File: src/rtl/pht_counter_array.sv
// pht_counter_array
//
// Pattern history table of NUM_ENTRIES saturating branch counters, each
// CTR_BITS wide. It has NUM_READ independent combinational prediction lanes
// and one update port from branch resolution. A clear request starts a sweep
// that rewrites every entry with INIT_CTR, one entry per cycle.
//
// Ports:
//   clock        in   system clock, all state changes on posedge
//   reset        in   synchronous active-low reset
//   rd_idx       in   NUM_READ x IDX_W packed per-lane table index (lane 0 in LSBs)
//   pred         out  NUM_READ per-lane prediction (1 = taken)
//   pred_strong  out  NUM_READ per-lane flag: counter is at 0 or CTR_MAX
//   upd_valid    in   apply a resolved-branch update this cycle
//   upd_idx      in   entry to update
//   upd_taken    in   resolved direction
//   clear        in   request a full-table reinitialisation sweep
//   busy         out  sweep in progress
//
// Optional feature macro: PHT_UPD_BYPASS_EN
//   When defined, a lane whose index matches an accepted update returns the
//   post-update counter in the same cycle. When undefined, lanes always read
//   the stored counter, so an update becomes visible one cycle later.

module pht_counter_array #(
    parameter int NUM_ENTRIES = 64,
    parameter int CTR_BITS    = 2,
    parameter int NUM_READ    = 2,
    parameter int INIT_CTR    = 0,
    localparam int IDX_W      = $clog2(NUM_ENTRIES)
) (
    input  logic                      clock,
    input  logic                      reset,
    input  logic [NUM_READ*IDX_W-1:0] rd_idx,
    output logic [NUM_READ-1:0]       pred,
    output logic [NUM_READ-1:0]       pred_strong,
    input  logic                      upd_valid,
    input  logic [IDX_W-1:0]          upd_idx,
    input  logic                      upd_taken,
    input  logic                      clear,
    output logic                      busy
);

    localparam logic [CTR_BITS-1:0] CTR_MAX  = '1;
    localparam logic [CTR_BITS-1:0] INIT_VAL = CTR_BITS'(INIT_CTR);
    localparam logic [IDX_W-1:0]    LAST_IDX = IDX_W'(NUM_ENTRIES - 1);

    typedef enum logic {
        IDLE  = 1'b0,
        SWEEP = 1'b1
    } state_t;

    state_t             state_reg;
    logic [IDX_W-1:0]   ptr_reg;

    logic [CTR_BITS-1:0] ctr_val [NUM_ENTRIES];
    logic [CTR_BITS-1:0] upd_cur;
    logic [CTR_BITS-1:0] upd_val;
    logic                upd_we;
    logic                sweep_we;

    assign sweep_we = (state_reg == SWEEP);
    // Updates arriving during a sweep are dropped; the requester stalls on busy.
    assign upd_we   = upd_valid && (state_reg == IDLE);
    assign busy     = sweep_we;

    // Saturating next value for the entry being updated.
    assign upd_cur = ctr_val[upd_idx];
    always_comb begin
        upd_val = upd_cur;
        if (upd_taken) begin
            if (upd_cur != CTR_MAX) begin
                upd_val = upd_cur + 1'b1;
            end
        end else begin
            if (upd_cur != '0) begin
                upd_val = upd_cur - 1'b1;
            end
        end
    end

    // Sweep controller. The pointer wraps back to 0 after the last entry,
    // which is also when the sweep returns to IDLE.
    always_ff @(posedge clock) begin
        if (!reset) begin
            state_reg <= IDLE;
            ptr_reg   <= '0;
        end else begin
            case (state_reg)
                IDLE: begin
                    if (clear) begin
                        state_reg <= SWEEP;
                        ptr_reg   <= '0;
                    end
                end
                SWEEP: begin
                    if (ptr_reg == LAST_IDX) begin
                        state_reg <= IDLE;
                    end
                    ptr_reg <= ptr_reg + 1'b1;
                end
                default: begin
                    state_reg <= IDLE;
                    ptr_reg   <= '0;
                end
            endcase
        end
    end

    // Counter storage: one register per entry with its own write decode.
    for (genvar gi = 0; gi < NUM_ENTRIES; gi++) begin : g_entry
        logic [CTR_BITS-1:0] ctr_reg;

        always_ff @(posedge clock) begin
            if (!reset) begin
                ctr_reg <= INIT_VAL;
            end else if (sweep_we && (ptr_reg == IDX_W'(gi))) begin
                ctr_reg <= INIT_VAL;
            end else if (upd_we && (upd_idx == IDX_W'(gi))) begin
                ctr_reg <= upd_val;
            end
        end

        assign ctr_val[gi] = ctr_reg;
    end

    // Prediction lanes. Outputs are forced low while the table is being swept.
    for (genvar gi = 0; gi < NUM_READ; gi++) begin : g_lane
        logic [IDX_W-1:0]    idx;
        logic [CTR_BITS-1:0] val;

        assign idx = rd_idx[gi*IDX_W +: IDX_W];

        always_comb begin
            val = ctr_val[idx];
`ifdef PHT_UPD_BYPASS_EN
            if (upd_we && (idx == upd_idx)) begin
                val = upd_val;
            end
`endif
        end

        assign pred[gi]        = !sweep_we && val[CTR_BITS-1];
        assign pred_strong[gi] = !sweep_we && ((val == '0) || (val == CTR_MAX));
    end

endmodule
File: config.mk
export PLATFORM = sky130hd
export DESIGN_NAME = pht_counter_array
export DESIGN_NICKNAME = d
export VERILOG_FILES = /design/src/rtl/pht_counter_array.sv
export SDC_FILE = /design/constraint.sdc
export NUM_CORES = 1
export LEC_CHECK = 0
export BUFFER_PORTS_ARGS = -buffer_cell sky130_fd_sc_hd__buf_2
export CELL_PAD_IN_SITES_DETAIL_PLACEMENT = 0
export CELL_PAD_IN_SITES_GLOBAL_PLACEMENT = 1
export CORE_MARGIN = 5
export CORE_UTILIZATION = 30
export DETAILED_ROUTE_END_ITERATION = 6
export GPL_TIMING_DRIVEN = 0
export PLACE_DENSITY = 0.58
export SETUP_SLACK_MARGIN = 0.05
export SLEW_MARGIN = 15
export SYNTH_ARGS = -nofsm -noshare
export SYNTH_HDL_FRONTEND = slang
export SYNTH_SLANG_ARGS = --single-unit
File: constraint.sdc
create_clock -name clock -period 5.5 [get_ports clock]
set_clock_uncertainty 0.05 [all_clocks]
set_input_delay 0.55 -clock clock [delete_from_list [all_inputs] [get_ports clock]]
set_output_delay 0.55 -clock clock [all_outputs]
set_load 0.02 [all_outputs]
======== After elaboration in Yosys (flattened, before gate mapping) ========
Cells that the tools add are included.
word-level totals
  word-level logic and storage cells ...... 429
  input port bits ......................... 23
  output and inout port bits .............. 5
  flip-flop bits (word level) ............. 135
operators by class
  mux-type cells .......................... 17
  bitwise operators ....................... 5
  equal/unequal tests ..................... 130
  reductions and logical operators ........ 205
  magnitude comparators ................... 3
  $add $sub $neg .......................... 3
operators by type and width
  kind                 number
  $eq 6x6->1 const B   64
  $eq 6x5->1 const B   32
  $logic_and 1x1->1    133
  $reduce_or 2->1      64
  $eq 6x4->1 const B   16
  $eq 6x3->1 const B   8
  $bmux 2 s6           3
  $eq 6x2->1 const B   4
  $ge 7x7->1 const B   3
  $not 6->7            3
  $mux 2               9
  $eq 6x1->1 const B   2
  $logic_not 6->1      2
  $pmux 6 s2           1
  $add 6x1->6 const B  1
  $mux 6               1
  $eq 2x2->1 const B   2
  $logic_not 2->1      2
  $ne 2x2->1 const B   2
  $add 2x1->2 const B  1
  $logic_or 1x1->1     2
  $mux 1               2
  $not 1->1            2
  $pmux 1 s2           1
  other kinds (3)      3

======== Longest topological paths before layout ========
Gate-level depths: netlist (run 1).
  depth in word-level cells ............... 7
  mapped depth ............................ 11
  gate-level depth less buffers ........... 7

======== Worst setup path before layout (run 1) ========
No wires, ideal clock.
  path kind ............................... input to output
  from .................................... input port rd_idx[6]
  to ...................................... output port pred_strong[1]
  cell stages on the path ................. 8
  data arrival time ....................... 3.163 ns
  data required time ...................... 4.900 ns
  path slack .............................. 1.737 ns
  path through ............................ clkbuf_1 buf_1 mux4_2 mux4_2 mux2_2 a21oi_1 xnor2_1 nor2_1
on the way
  word-level cells in the longest chain between the ends .. 7
  elaborated cells between the ends (all ways) .. 8
RTL lines
  element                                        RTL line  RTL
  start: declaration                             34        input logic [NUM_READ*IDX_W-1:0] rd_idx,
  $not 6->7 (implied by the code) (*)            135       val = ctr_val[idx];
  $bmux 2 s6 (*)                                 135
  $mux 2 (implied by the code) (*) (2 in a row)  135
  $eq 2x2->1 or $logic_not 2->1 (tied branches)  144       assign pred_strong[gi] = !sweep_we && ((val == '0) || (val == CTR_MAX));
  $logic_or 1x1->1 (*)                           144
  $logic_and 1x1->1 (*)                          144
  end: declaration                               36        output logic [NUM_READ-1:0] pred_strong,
Mark *: on every way between the ends. The rest lies on a longest branch, timed or not. The select of a mux whose other input is x is not followed.

======== Worst setup path in the final report (run 1) ========
  from .................................... input port rd_idx[0]
  to ...................................... output port pred_strong[0]
Same word-level chain as after synthesis.

==> metrics, run 1 <==
XOR/XNOR Fraction of Synth Area 0.00198; unrepaired setup endpoints after global routing false; cell area after synthesis 0.00883 mm^2; Peak Freq 223 MHz; worst hold path type in2reg; CP peak stage delay 0.87 ns; row count 62; Detailed Route WL 39100 um; worst-path cell chain clkbuf_1 > buf_1 > mux4_2 > mux4_2 > mux2i_1 > nor2_1 > a21oi_1 > xnor2_1 > nor2_1 > buf_2; critical path type in2out; syn_area_per_cell 9.82 um^2; CTS tree done; Via Count 8427; CP top delay family multiplexers; Initial Utilization 0.306; EDFF count, synth 0; post-synth cell types 49; vias in the first global route 7975; initial antenna violation count 0; Yosys Warn Count 0; wire length of the first global-routing pass 56000 um; Post-Syn Nets 926; RD Place Congestion 1.01; Max IR drop VDD 0.191 mV; critical path peak fanout 10; setup violators final 0; critical path arrival 3.88 ns; CTS Buf Count 17; slowest CP cell buf_1; reg2reg setup slack 1.71 ns; maximum root-to-sink buffer count 2; die area 0.0330 mm^2; Total Negative Setup Slacks 0 ns; gr ovfl total 0; clock latency on the worst-skew pair 0.44 ns; Synth Register Bits 135; Worst-path clk slew 0.06 ns; Chip Height 182 um; DRC viols 1; Synth-to-Final Area Change 13.2%; Buffers & Inverters on Critical Path 3; Detailed Place HPWL 30100 um; core area 0.0289 mm^2; Primary FF master, synth dfxtp_1; adder-cell share of the synthesized area 0.00567; post-CTS sizing 0; main combinational cell family by area after synthesis multiplexers; Root Driver clkbuf_16; GRT Total Usage 0.233; Critical Path RT 4.90 ns; Slew Limit Fails 0; H-tree levels 4; Max Cap Viol 0; Post-CTS Setup Bufs 0; # clock sinks 135; sequential element share of the synthesized area 0.306; failing checks DRC; Pre-antenna DRT Iters 7; Post-layout nets 962; most common cell after layout, fill and taps aside nand2_1; fraction of the cycle the final worst path needs 0.815; vias per cell 6.33; CTS hold repair buffers 0; largest net degree at the start of global routing 17; crit path time final 4.48 ns; PortBufs 16; DR iter-0 viols 963; mux cell area share after synthesis 0.302; Final Power 2460 uW; worst slew pin tran 1.15 ns; I/O Pins 28; fraction of layout cells with a size suffix above 1 0.197; Layout fillers 3024; asr flop ratio synth 0; Compound-Gate Fraction of Synth Area 0.204; WL per Instance 29.4 um; Routed Antenna Nets 0; Die W 182 um; diodes inserted 0; P per Cell Area 246 mW/mm^2; max reg flops 128; CP Capture Type output pin; crit start category input port; outcome finished with violations; Synth Area in Simple Gates 0.140; most frequent cells in the layout nand2_1, dfxtp_1, o21ai_0, mux4_2, a21oi_1; Leakage 0.00320 uW; Final Hold Vio Count 0; max_slew headroom 0.235; Mapped Cells 899
-- cell type report --
cell class / instances / area (um^2) / share of cell area
plain buffers: 74 / 325 / 0.0325
clock buffers: 18 / 429 / 0.0429
clock inverters: 13 / 149 / 0.0149
inverters: 10 / 37.5 / 0.00376
multi-input cells: 680 / 5780 / 0.579
flip-flops and latches: 135 / 2700 / 0.270
well taps: 384 / 480 / 0.0481
repair buffers: 17 / 87.6 / 0.00876
-- where the power goes --
group,leakage [uW],total (uW),internal (uW),switching [uW]
combinational,0.00184,301,84.1,217
sequential,0.00109,987,982,5.07
clock,0.000273,1170,671,502
-- Yosys cell counts (all sizes together), types with 2 or more instances --
cell / instances / share of area
o211a: 11 / 0.012
nand2b: 7 / 0.0050
nand2: 153 / 0.065
a22oi: 13 / 0.011
mux4: 110 / 0.28
dfxtp: 135 / 0.31
o22ai: 6 / 0.0057
o21ai: 117 / 0.070
ha: 4 / 0.0057
mux2: 2 / 0.0026
nor2: 35 / 0.015
a21oi: 62 / 0.035
clkbuf: 51 / 0.022
mux2i: 13 / 0.015
and2: 3 / 0.0021
o211ai: 3 / 0.0026
inv: 10 / 0.0043
and3: 2 / 0.0014
nor2b: 15 / 0.011
a32o: 30 / 0.034
a211oi: 3 / 0.0026
or3: 2 / 0.0014
nor3b: 3 / 0.0026
buf: 23 / 0.015
a2111oi: 3 / 0.0051
nor4: 12 / 0.0085
nor3: 14 / 0.0079
xnor2: 2 / 0.0020
o221a: 4 / 0.0051
nand3: 20 / 0.012
nand4: 6 / 0.0043
o31ai: 18 / 0.017
nand3b: 2 / 0.0017
-- through the flow --
step                      cells  hold slack (ns)  instance area, um^2   util  worst slack, ns
final                      1331            0.386                 9990  0.346             1.02
after global routing       1331            0.389                 9990  0.346            0.771
after CTS                  1331            0.381                 9990  0.346            0.987
after detailed placement   1300            0.431                 9420  0.326            0.866
after global placement     1299            0.423                 9390  0.325            0.715
after floorplan             899            0.394                 8830      -             1.74
-- routing by layer --
| layer | global-route usage | vias up | part of all wire |
|---|---|---|---|
| li1 | - | 3575 | - |
| met1 | 0.319 | 4293 | 0.42 |
| met2 | 0.356 | 473 | 0.45 |
| met3 | 0.0580 | 86 | 0.091 |
| met4 | 0.0916 | 0 | 0.041 |
| met5 | 0 | - | 0 |
-- path summary, 6_finish.rpt --
| kind | startpoint | endpoint | depth (start not counted) |
|---|---|---|---|
| hold reg to reg | g_entry[49].ctr_reg[0] | g_entry[49].ctr_reg[0] | 2 |
| setup reg to reg | g_entry[37].ctr_reg[1] | g_entry[55].ctr_reg[1] | 8 |
| setup / recovery | rd_idx[0] | pred_strong[0] | 10 |
| hold / removal | clear | busy | 3 |
-- worst register-to-register path, stage by stage, from the launching register on --
cell and delay [ns]:
dfxtp_1 0.35, mux4_1 0.61, mux2i_1 0.24, mux2i_1 0.15, a2111oi_4 0.67, o21ai_1 0.50, a22oi_1 0.45, clkbuf_1 0.49
o21ai_0 0.15
-- cells by family (layout without fill, tap and decap cells) --
| kind of cell | count (synthesis) | after routing |
|---|---|---|
| AO/OA/AOI/OAI | 273 | 273 |
| XOR/XNOR | 2 | 2 |
| adder cells (fa/ha/maj) | 4 | 4 |
| buffers and inverters | 84 | 132 |
| flip-flops | 135 | 135 |
| multiplexers | 125 | 125 |
| AND/OR/NAND/NOR | 276 | 276 |
Note: power is estimated with default switching activity, not from simulation.
==> run 2: changes to the inputs <==
- PLACE_DENSITY: 0.58 -> 0.6
- clock period: 5.5 -> 3.9 ns (I/O delays scaled with it)
==> metrics, run 2 (synthesized netlist as in run 1, its figures left out) <==
placed instance count 1300; Placement Cell Area 0.00941 mm^2; fraction of layout cells with a size suffix above 1 0.208; Root Driver clkbuf_16; GRT Total Usage 0.226; critical path arrival 3.34 ns; max_slew headroom 0.356; fraction of the cycle the final worst path needs 0.969; initial antenna violation count 0; most frequent cells in the layout nand2_1, dfxtp_1, o21ai_0, mux4_2, a21oi_1; critical path type in2out; P per Cell Area 343 mW/mm^2; Detailed Route WL 37700 um; Slew Limit Fails 0; RD Place Congestion 0.968; Die W 182 um; core area 0.0289 mm^2; setup violators final 0; Post-CTS Setup Bufs 0; unrepaired setup endpoints after global routing true; vias per cell 6.13; clock latency on the worst-skew pair 0.45 ns; CTS tree done; Synth-to-Final Area Change 13.5%; outcome complete, no violations; Final WS setup 0.123 ns; WL per Instance 28.2 um; row count 62; Detailed Place HPWL 29500 um; final design utilization 0.347; Routed Antenna Nets 0; wire length of the first global-routing pass 54400 um; Peak Freq 265 MHz; Critical Path RT 3.46 ns; die area 0.0330 mm^2; DRC viols 0; Final Power 3430 uW; Leakage 0.00322 uW; Max IR drop VDD 0.312 mV; Final Instance Area 0.0100 mm^2; Initial Utilization 0.306; pre-CTS WS -0.651 ns; worst slew pin tran 0.966 ns; I/O Pins 28; CTS Buf Count 17; Layout fillers 3001; Max Cap Viol 0; gr ovfl total 0; Non-Filler Instances 1333; critical path peak fanout 10; CP Capture Type output pin; max reg flops 128; Post-layout nets 962; largest net degree at the start of global routing 17; worst hold path type in2reg; Final Hold Vio Count 0; Pre-antenna DRT Iters 5; most common cell after layout, fill and taps aside nand2_1; Chip Height 182 um; DR iter-0 viols 1007; crit start category input port; maximum root-to-sink buffer count 2; PortBufs 16; Via Count 8177; # clock sinks 135; Worst-path clk slew 0.06 ns; H-tree levels 4; vias in the first global route 7924; crit path time final 3.78 ns
==> run 2: changes by cell type in the layout (fill, tap and decap cells not counted), sizes merged <==
cell	change
clkbuf	+2
clkdlybuf4s15	+1
clkinv	+2
clkinvlp	-1
bufinv	-1
diode	+1
inv	+2
buf	-4
==> run 2: worst paths after layout <==
kind	start	end	slack, ns	cells after the start
setup / recovery	rd_idx[1]	pred_strong[0]	0.12	10
hold / removal	clear	busy	0.22	3
setup reg to reg	g_entry[37].ctr_reg[1]	g_entry[29].ctr_reg[0]	0.36	8
hold reg to reg	g_entry[34].ctr_reg[0]	g_entry[34].ctr_reg[0]	0.44	2
==> run 2: where the power goes <==
| group | internal, uW | total (uW) | leakage (uW) | switching (uW) |
|---|---|---|---|---|
| Clock | 891 | 1630 | 0.000277 | 736 |
| Combinational | 120 | 417 | 0.00186 | 297 |
| Sequential | 1380 | 1390 | 0.00109 | 7.11 |
==> run 2: area by class of cell <==
cell class,count,area [um^2],area share
multi-input combinational,680,5800,0.579
clock buffer,17,425,0.0424
clock inverter,15,145,0.0145
inverter,10,37.5,0.00375
sequential,135,2700,0.270
tap,384,480,0.0479
buffer,74,339,0.0338
timing repair buffer,17,87.6,0.00874
antenna,1,2.50,0.000250
==> run 2: critical path, cell delays in order <==
cell and delay (ns):
clkbuf_1 0.31, clkbuf_1 0.74, mux4_2 0.44, mux4_2 0.49, mux2i_1 0.31, nor2_1 0.07
a21oi_1 0.20, xnor2_1 0.14, nor2_1 0.05, buf_2 0.19
==> run 2: metal layers <==
layer	vias to the layer above	GRT usage	wire length [um]
met1	4045	0.305	16000
met2	473	0.339	16600
met5	-	0	0
li1	3583	-	-
met3	76	0.0680	3730
met4	0	0.0931	1360
==> run 2: metrics by stage <==
| step | setup TNS, ns | hold WS, ns |
|---|---|---|
| final | 0 | 0.216 |
| after global routing | -0.0388 | 0.229 |
| after CTS | 0 | 0.202 |
| after detailed placement | -22.50 | 0.427 |
| after global placement | -23.28 | 0.419 |
| after floorplan | 0 | 0.394 |
==> run 2: what timing repair did <==
item                       4_1_cts  5_1_grt
gates cloned                     0        0
hold buffers                     0        0
setup endpoints to repair       22       30
resized for setup               10       16
pin swaps                        0        0
